### src/rtl/gpu_ucode_sequencer_pkg.sv
// Shared GPU microcode definitions: opcode values, uop field positions,
// sequencer state encodings and the zero-flag update classifier.
package gpu_ucode_sequencer_pkg;

  localparam logic [4:0] GNOP   = 5'd0;
  localparam logic [4:0] GWRL   = 5'd1;
  localparam logic [4:0] GWRR   = 5'd2;
  localparam logic [4:0] GADD   = 5'd3;
  localparam logic [4:0] GADDL  = 5'd4;
  localparam logic [4:0] GSUB   = 5'd5;
  localparam logic [4:0] GSUBL  = 5'd6;
  localparam logic [4:0] GAND   = 5'd7;
  localparam logic [4:0] GRVMEM = 5'd8;
  localparam logic [4:0] GWBG   = 5'd9;
  localparam logic [4:0] GJZ    = 5'd10;
  localparam logic [4:0] GJNZ   = 5'd11;
  localparam logic [4:0] GGOTO  = 5'd12;

  localparam int OP_LSB   = 15;
  localparam int DEST_LSB = 10;
  localparam int SRC1_LSB = 5;
  localparam int SRC0_LSB = 0;
  localparam int FIELD_W  = 5;
  localparam int LIT_W    = 10;

  typedef enum logic [1:0] {
    S_IDLE      = 2'd0,
    S_RUN       = 2'd1,
    S_VMEM_WAIT = 2'd2,
    S_FB_WAIT   = 2'd3
  } seq_state_e;

  function automatic logic updates_zero(input logic [4:0] op);
    logic hit;
    case (op)
      GADD, GADDL, GSUB, GSUBL, GAND: hit = 1'b1;
      default:                        hit = 1'b0;
    endcase
    return hit;
  endfunction

endpackage

### src/rtl/gpu_next_pc.sv
// Branch resolution for the micro-PC: picks the jump target or the
// sequential successor for a retiring uop, and holds the PC otherwise.
module gpu_next_pc
  import gpu_ucode_sequencer_pkg::*;
#(
  parameter int PC_WIDTH = 8
) (
  input  logic [PC_WIDTH-1:0] pc,
  input  logic [4:0]          op,
  input  logic [PC_WIDTH-1:0] target,
  input  logic                zero,
  input  logic                retire,
  output logic [PC_WIDTH-1:0] next_pc
);

  localparam logic [PC_WIDTH-1:0] PC_ONE = {{(PC_WIDTH-1){1'b0}}, 1'b1};

  logic [PC_WIDTH-1:0] seq_pc_s;

  // Sequential successor wraps naturally at 2^PC_WIDTH.
  always_comb begin
    seq_pc_s = pc + PC_ONE;
    next_pc  = pc;
    if (retire) begin
      case (op)
        GGOTO:   next_pc = target;
        GJZ:     next_pc = zero  ? target : seq_pc_s;
        GJNZ:    next_pc = !zero ? target : seq_pc_s;
        default: next_pc = seq_pc_s;
      endcase
    end else begin
      next_pc = pc;
    end
  end

endmodule

### src/rtl/gpu_ucode_sequencer.sv
// GPU microcode sequencer: owns the micro-PC, decodes the ROM uop into
// datapath fields, resolves branches and stalls on VRAM/framebuffer handshakes.
module gpu_ucode_sequencer
  import gpu_ucode_sequencer_pkg::*;
#(
  parameter int                     PC_WIDTH  = 8,
  parameter int                     UOP_WIDTH = 20,
  parameter logic [PC_WIDTH-1:0]    RESET_PC  = {PC_WIDTH{1'b0}}
) (
  input  logic                 iClock,
  input  logic                 iReset,
  input  logic                 iEnable,
  output logic [PC_WIDTH-1:0]  oUcodeAddr,
  input  logic [UOP_WIDTH-1:0] iUop,
  output logic [4:0]           oOp,
  output logic [4:0]           oDest,
  output logic [4:0]           oSrc1,
  output logic [4:0]           oSrc0,
  output logic [9:0]           oLiteral,
  output logic                 oExec,
  input  logic [15:0]          iAluResult,
  output logic                 oZero,
  output logic                 oVmemReq,
  input  logic                 iVmemAck,
  output logic                 oFbReq,
  input  logic                 iFbAck,
  output logic [1:0]           oState
);

  seq_state_e          state_r;
  seq_state_e          state_d;
  logic [PC_WIDTH-1:0] pc_r;
  logic [PC_WIDTH-1:0] pc_d;
  logic [PC_WIDTH-1:0] next_pc_s;
  logic                zero_r;
  logic                zero_d;
  logic                vmem_req_r;
  logic                fb_req_r;
  logic                exec_s;
  logic                go_idle_s;
  logic [4:0]          op_s;

  assign op_s     = iUop[OP_LSB +: FIELD_W];
  assign oOp      = op_s;
  assign oDest    = iUop[DEST_LSB +: FIELD_W];
  assign oSrc1    = iUop[SRC1_LSB +: FIELD_W];
  assign oSrc0    = iUop[SRC0_LSB +: FIELD_W];
  assign oLiteral = iUop[LIT_W-1:0];

  assign oUcodeAddr = pc_r;
  assign oExec      = exec_s;
  assign oZero      = zero_r;
  assign oVmemReq   = vmem_req_r;
  assign oFbReq     = fb_req_r;
  assign oState     = state_r;

  gpu_next_pc #(
    .PC_WIDTH (PC_WIDTH)
  ) u_next_pc (
    .pc      (pc_r),
    .op      (op_s),
    .target  (iUop[PC_WIDTH-1:0]),
    .zero    (zero_r),
    .retire  (exec_s),
    .next_pc (next_pc_s)
  );

  // FSM next state, retire qualifier and idle-return cleanup.
  // Retire is suppressed while reset is asserted so a late ack never leaks out.
  always_comb begin
    state_d   = state_r;
    exec_s    = 1'b0;
    go_idle_s = 1'b0;
    case (state_r)
      S_IDLE: begin
        if (iEnable) begin
          state_d = S_RUN;
        end else begin
          state_d = S_IDLE;
        end
      end
      S_RUN: begin
        if (!iEnable) begin
          state_d   = S_IDLE;
          go_idle_s = 1'b1;
        end else if (op_s == GRVMEM) begin
          state_d = S_VMEM_WAIT;
        end else if (op_s == GWBG) begin
          state_d = S_FB_WAIT;
        end else begin
          exec_s = !iReset;
        end
      end
      S_VMEM_WAIT: begin
        if (iVmemAck) begin
          exec_s    = !iReset;
          state_d   = iEnable ? S_RUN : S_IDLE;
          go_idle_s = !iEnable;
        end else begin
          state_d = S_VMEM_WAIT;
        end
      end
      S_FB_WAIT: begin
        if (iFbAck) begin
          exec_s    = !iReset;
          state_d   = iEnable ? S_RUN : S_IDLE;
          go_idle_s = !iEnable;
        end else begin
          state_d = S_FB_WAIT;
        end
      end
      default: begin
        state_d   = S_IDLE;
        go_idle_s = 1'b1;
      end
    endcase
  end

  // PC and zero-flag next values; returning to idle rewinds and clears.
  always_comb begin
    pc_d   = next_pc_s;
    zero_d = zero_r;
    if (go_idle_s) begin
      pc_d   = RESET_PC;
      zero_d = 1'b0;
    end else if (exec_s && updates_zero(op_s)) begin
      zero_d = (iAluResult == 16'h0000);
    end else begin
      zero_d = zero_r;
    end
  end

  // State, PC, flag and registered request lines.
  always_ff @(posedge iClock) begin
    if (iReset) begin
      state_r    <= S_IDLE;
      pc_r       <= RESET_PC;
      zero_r     <= 1'b0;
      vmem_req_r <= 1'b0;
      fb_req_r   <= 1'b0;
    end else begin
      state_r    <= state_d;
      pc_r       <= pc_d;
      zero_r     <= zero_d;
      vmem_req_r <= (state_d == S_VMEM_WAIT);
      fb_req_r   <= (state_d == S_FB_WAIT);
    end
  end

endmodule

### config.mk
export PLATFORM = sky130hd
export DESIGN_NAME = gpu_ucode_sequencer
export DESIGN_NICKNAME = d
export VERILOG_FILES = /design/src/rtl/gpu_ucode_sequencer_pkg.sv /design/src/rtl/gpu_next_pc.sv /design/src/rtl/gpu_ucode_sequencer.sv
export SDC_FILE = /design/constraint.sdc
export NUM_CORES = 1
export LEC_CHECK = 0
export CORE_MARGIN = 5
export CORE_UTILIZATION = 30
export CTS_BUF_LIST = sky130_fd_sc_hd__clkbuf_2 sky130_fd_sc_hd__clkbuf_4 sky130_fd_sc_hd__clkbuf_8
export CTS_CLUSTER_SIZE = 25
export DETAILED_ROUTE_END_ITERATION = 10
export GPL_TIMING_DRIVEN = 0
export MAX_ROUTING_LAYER = met4
export PLACE_DENSITY_LB_ADDON = 0.08
export SLEW_MARGIN = 20
export SYNTH_ARGS = -nofsm -noshare
export SYNTH_HDL_FRONTEND = slang
export SYNTH_HIERARCHICAL = 1
export SYNTH_SLANG_ARGS = --single-unit
export TNS_END_PERCENT = 50
### constraint.sdc
create_clock -name iClock -period 4.75 [get_ports iClock]
set_input_delay 1.425 -clock iClock [delete_from_list [all_inputs] [get_ports iClock]]
set_output_delay 1.425 -clock iClock [all_outputs]
set_load 0.05 [all_outputs]
==> summary.txt <==
Outcome
  • Status: complete, no violations

Critical path
  • RR Startpoint: oState[1]$_SDFF_PP0_
  • Data required time of the worst path: 3.32 ns
  • Arr. time, crit path: 3.09 ns
  • Worst Setup Start Kind: input pin
  • Buf/Inv on CP: 2
  • Critical Path Slowest Stage Cell: dlygate4sd2_1
  • Critical Path Fanout Max: 3
  • Crit path kind: in2out
  • Crit end category: primary output
  • Critical path depth in cells: 4
  • Worst R2R Setup Slack: 2.49 ns
  • Critical Path, Cell by Cell: clkdlybuf4s50_1 -> mux2i_1 -> o32ai_1 -> dlygate4sd2_1
  • Reg2Reg Capture Point: oUcodeAddr[7]$_SDFF_PP0_
  • R2R depth: 7
  • Top delay family on crit path: buffers and inverters
  • Max stage delay on crit path: 0.59 ns

Floorplanning
  • Die height: 71.8 um
  • Die width: 71.8 um
  • Row cnt: 22
  • Core Region: 0.00369 mm2
  • Initial Util: 0.311
  • I/O pin cnt: 85
  • Die ar.: 0.00516 mm2

Power and ir drop
  • P_sw: 0.128 mW
  • Maximum VDD drop: 131 uV
  • Tot Pwr: 0.379 mW
  • Sw Share: 0.338
  • Clock power share: 0.274
  • Pwr per Cell Area: 187 mW/mm2
  • P_int: 0.251 mW
  • Comb power frac: 0.428
  • Leak Pwr: 0.822 nW
  • Power share of the sequential group: 0.298

Synthesis
  • Synth Cell Area: 0.00115 mm2
  • Avg Cell Area, Syn: 8.31 um2
  • Synth warn: 6
  • Synthesized flop and latch total: 13
  • Yosys cell types: 44
  • Syn_nets: 180
  • Post-synthesis cell count: 138
  • Sequential area share after synthesis: 0.227

Place
  • Placer Congestion: 0.852
  • Place WS: -0.0604 ns
  • Area after DPL: 0.00198 mm2
  • Placed insts: 263
  • HPWL after DPL: 2880 um
  • I/O Buffers: 77

Clocking
  • # clock sinks: 13
  • CTS H-Tree Depth: 1
  • Clk_lat worst skew: 0.24 ns
  • Post-CTS Setup Bufs: 0
  • Clk slew on worst S/H paths: 0.06 ns
  • CTS tree: built
  • Bufs on Longest Clock Path: 2
  • Root buffer cell: clkbuf_8
  • Cts bufs inserted: 3

Min path
  • WHS Path Cells: 2
  • Hold Crit Class: reg2reg
  • Min-Delay Endpoint: oZero$_SDFFE_PP0P_
  • Hold Startpoint: oZero$_SDFFE_PP0P_

Route
  • Routed WL per cell: 12.9 um
  • Vias: 1,241
  • Iteration count of the initial detailed-routing pass: 4
  • # DRC: 0
  • Via/cell ratio: 4.65
  • WL final: 3430 um
  • Antenna-violating nets left: 0
  • DR iter-0 viols: 72

STA
  • Tcrit/Tclk final: 0.950
  • Clock skew: 0.00496 ns
  • Endpoints failing setup: 0
  • Final Hold Slack: 0.498 ns
  • Final Hold Fails: 0
  • Fin worst setup slack: 0.237 ns
  • Worst slew margin: 0.654
  • Unrepaired setup endpoints after global routing: false
  • Max Fclk: 0.222 GHz
  • Setup_tns: 0 ns
  • Worst-Margin Slew: 0.517 ns
  • Final min period: 4.51 ns
  • Slew Limit Fails: 0

Global routing
  • Total gr overflow: 0
  • Vias in the first global route: 1,316
  • Largest net degree at the start of global routing: 11
  • Overall Global Routing Usage: 0.136
  • First-pass GRT wire length: 5690 um
  • Initial antenna violation count: 0

Cells and area
  • Post-route cell area: 0.00202 mm2
  • Fin util: 0.549
  • Layout cell share with drive strength beyond 1: 0.224
  • Commonest cells after routing, fill and taps aside: clkdlybuf4s50_1, buf_4, dfxtp_1
  • Fin nets: 262
  • Area delta synth->final: 76.6%
  • Final antenna diode count: 0
  • Finished Layout Cells: 267
  • Commonest non-fill, non-tap cell in the layout: clkdlybuf4s50_1

Flow run
  • Max cap viols: 0
## cell families after synthesis
kind of cell               after synthesis  share of synthesized area
buffers and inverters                   41                      0.243
muxes                                    6                     0.0535
AOI/OAI and AO/OA                       26                      0.176
DFF                                     13                      0.227
and+or+nand+nor                         50                      0.282
adders and majority gates                1                     0.0109
xor gates and xnor gates                 1                    0.00764
## registers in the layout (all words and copies together), names as in the netlist
name / flops
oUcodeAddr: 8
oState: 2
oFbReq: 1
oVmemReq: 1
oZero: 1
## Yosys cell counts (all sizes together)
| cell | instances | area (um2) |
|---|---|---|
| nor4b | 2 | 23.8 |
| or2 | 1 | 6.26 |
| a22oi | 3 | 22.5 |
| nand2 | 8 | 30.0 |
| inv | 7 | 26.3 |
| xor2 | 1 | 8.76 |
| a21o | 1 | 7.51 |
| nand2b | 1 | 6.26 |
| o21a | 1 | 7.51 |
| mux2 | 1 | 11.3 |
| nor3 | 1 | 5.00 |
| o21ai | 4 | 20.0 |
| nor2 | 4 | 15.0 |
| nand4bb | 1 | 11.3 |
| nand3 | 3 | 15.0 |
| nand4 | 2 | 12.5 |
| dfxtp | 13 | 260 |
| and4bb | 1 | 16.3 |
| nor2b | 4 | 25.0 |
| mux2i | 5 | 50.1 |
| a22o | 1 | 10.0 |
| o32ai | 1 | 8.76 |
| a311oi | 2 | 41.3 |
| and2 | 10 | 68.8 |
| o2bb2ai | 1 | 8.76 |
| a31oi | 1 | 6.26 |
| buf | 33 | 249 |
| nor4bb | 1 | 10.0 |
| and3 | 3 | 18.8 |
| ha | 1 | 12.5 |
| nor4 | 4 | 25.0 |
| clkbuf | 1 | 3.75 |
| and4 | 2 | 17.5 |
| a21oi | 9 | 48.8 |
| nand3b | 1 | 7.51 |
| a311o | 2 | 20.0 |
| nand4b | 1 | 8.76 |
## per-layer routing
layer  wire length (um)  track usage  vias up  share of wire
met2               1760        0.245       51           0.51
met4                  0       0.0209        0              0
li1                   -            -      626              -
met3                206       0.0351        0          0.060
met1               1470        0.154      564           0.43
met5                  0            -        -              0
## area by class of cell
class                           count  area (um2)
Timing Repair Buffer               77         769
Clock buffer                        4        48.8
Inverter                            7        26.3
Sequential cell                    13         260
Tap cell                           48        60.1
Fill cell                         356        1660
Buffer                             34         253
Multi-Input combinational cell     84         607
## worst reg2reg max path, stage by stage, from the launching register on
cell	delay [ns]
dfxtp_1	0.47
inv_1	0.12
o32ai_1	0.50
buf_2	0.31
clkbuf_1	0.36
o21ai_0	0.15
a22oi_1	0.15
and2_2	0.15
## power groups by stage
stage	logic, mW	clock network (mW)	registers [mW]
after floorplan	0.0901	0	0.121
after global placement	0.161	0	0.115
after detailed placement	0.163	0	0.115
after CTS	0.163	0.109	0.113
after global routing	0.171	0.114	0.113
final	0.162	0.104	0.113
## worst max path at each step
| stage | from | end |
|---|---|---|
| CTS | iVmemAck | oExec |
| global placement | iVmemAck | oExec |
| global route | iVmemAck | oExec |
| floorplan | iFbAck | oExec |
| finish | iVmemAck | oExec |
| detailed placement | iVmemAck | oExec |
## repair_timing
item / CTS / global route
hold endpoints to repair: 0 / 0
hold buffers: 0 / 0
gates resized for setup: 1 / 0
setup endpoints to repair: 1 / 0
Power figures use the tool's default switching activity.
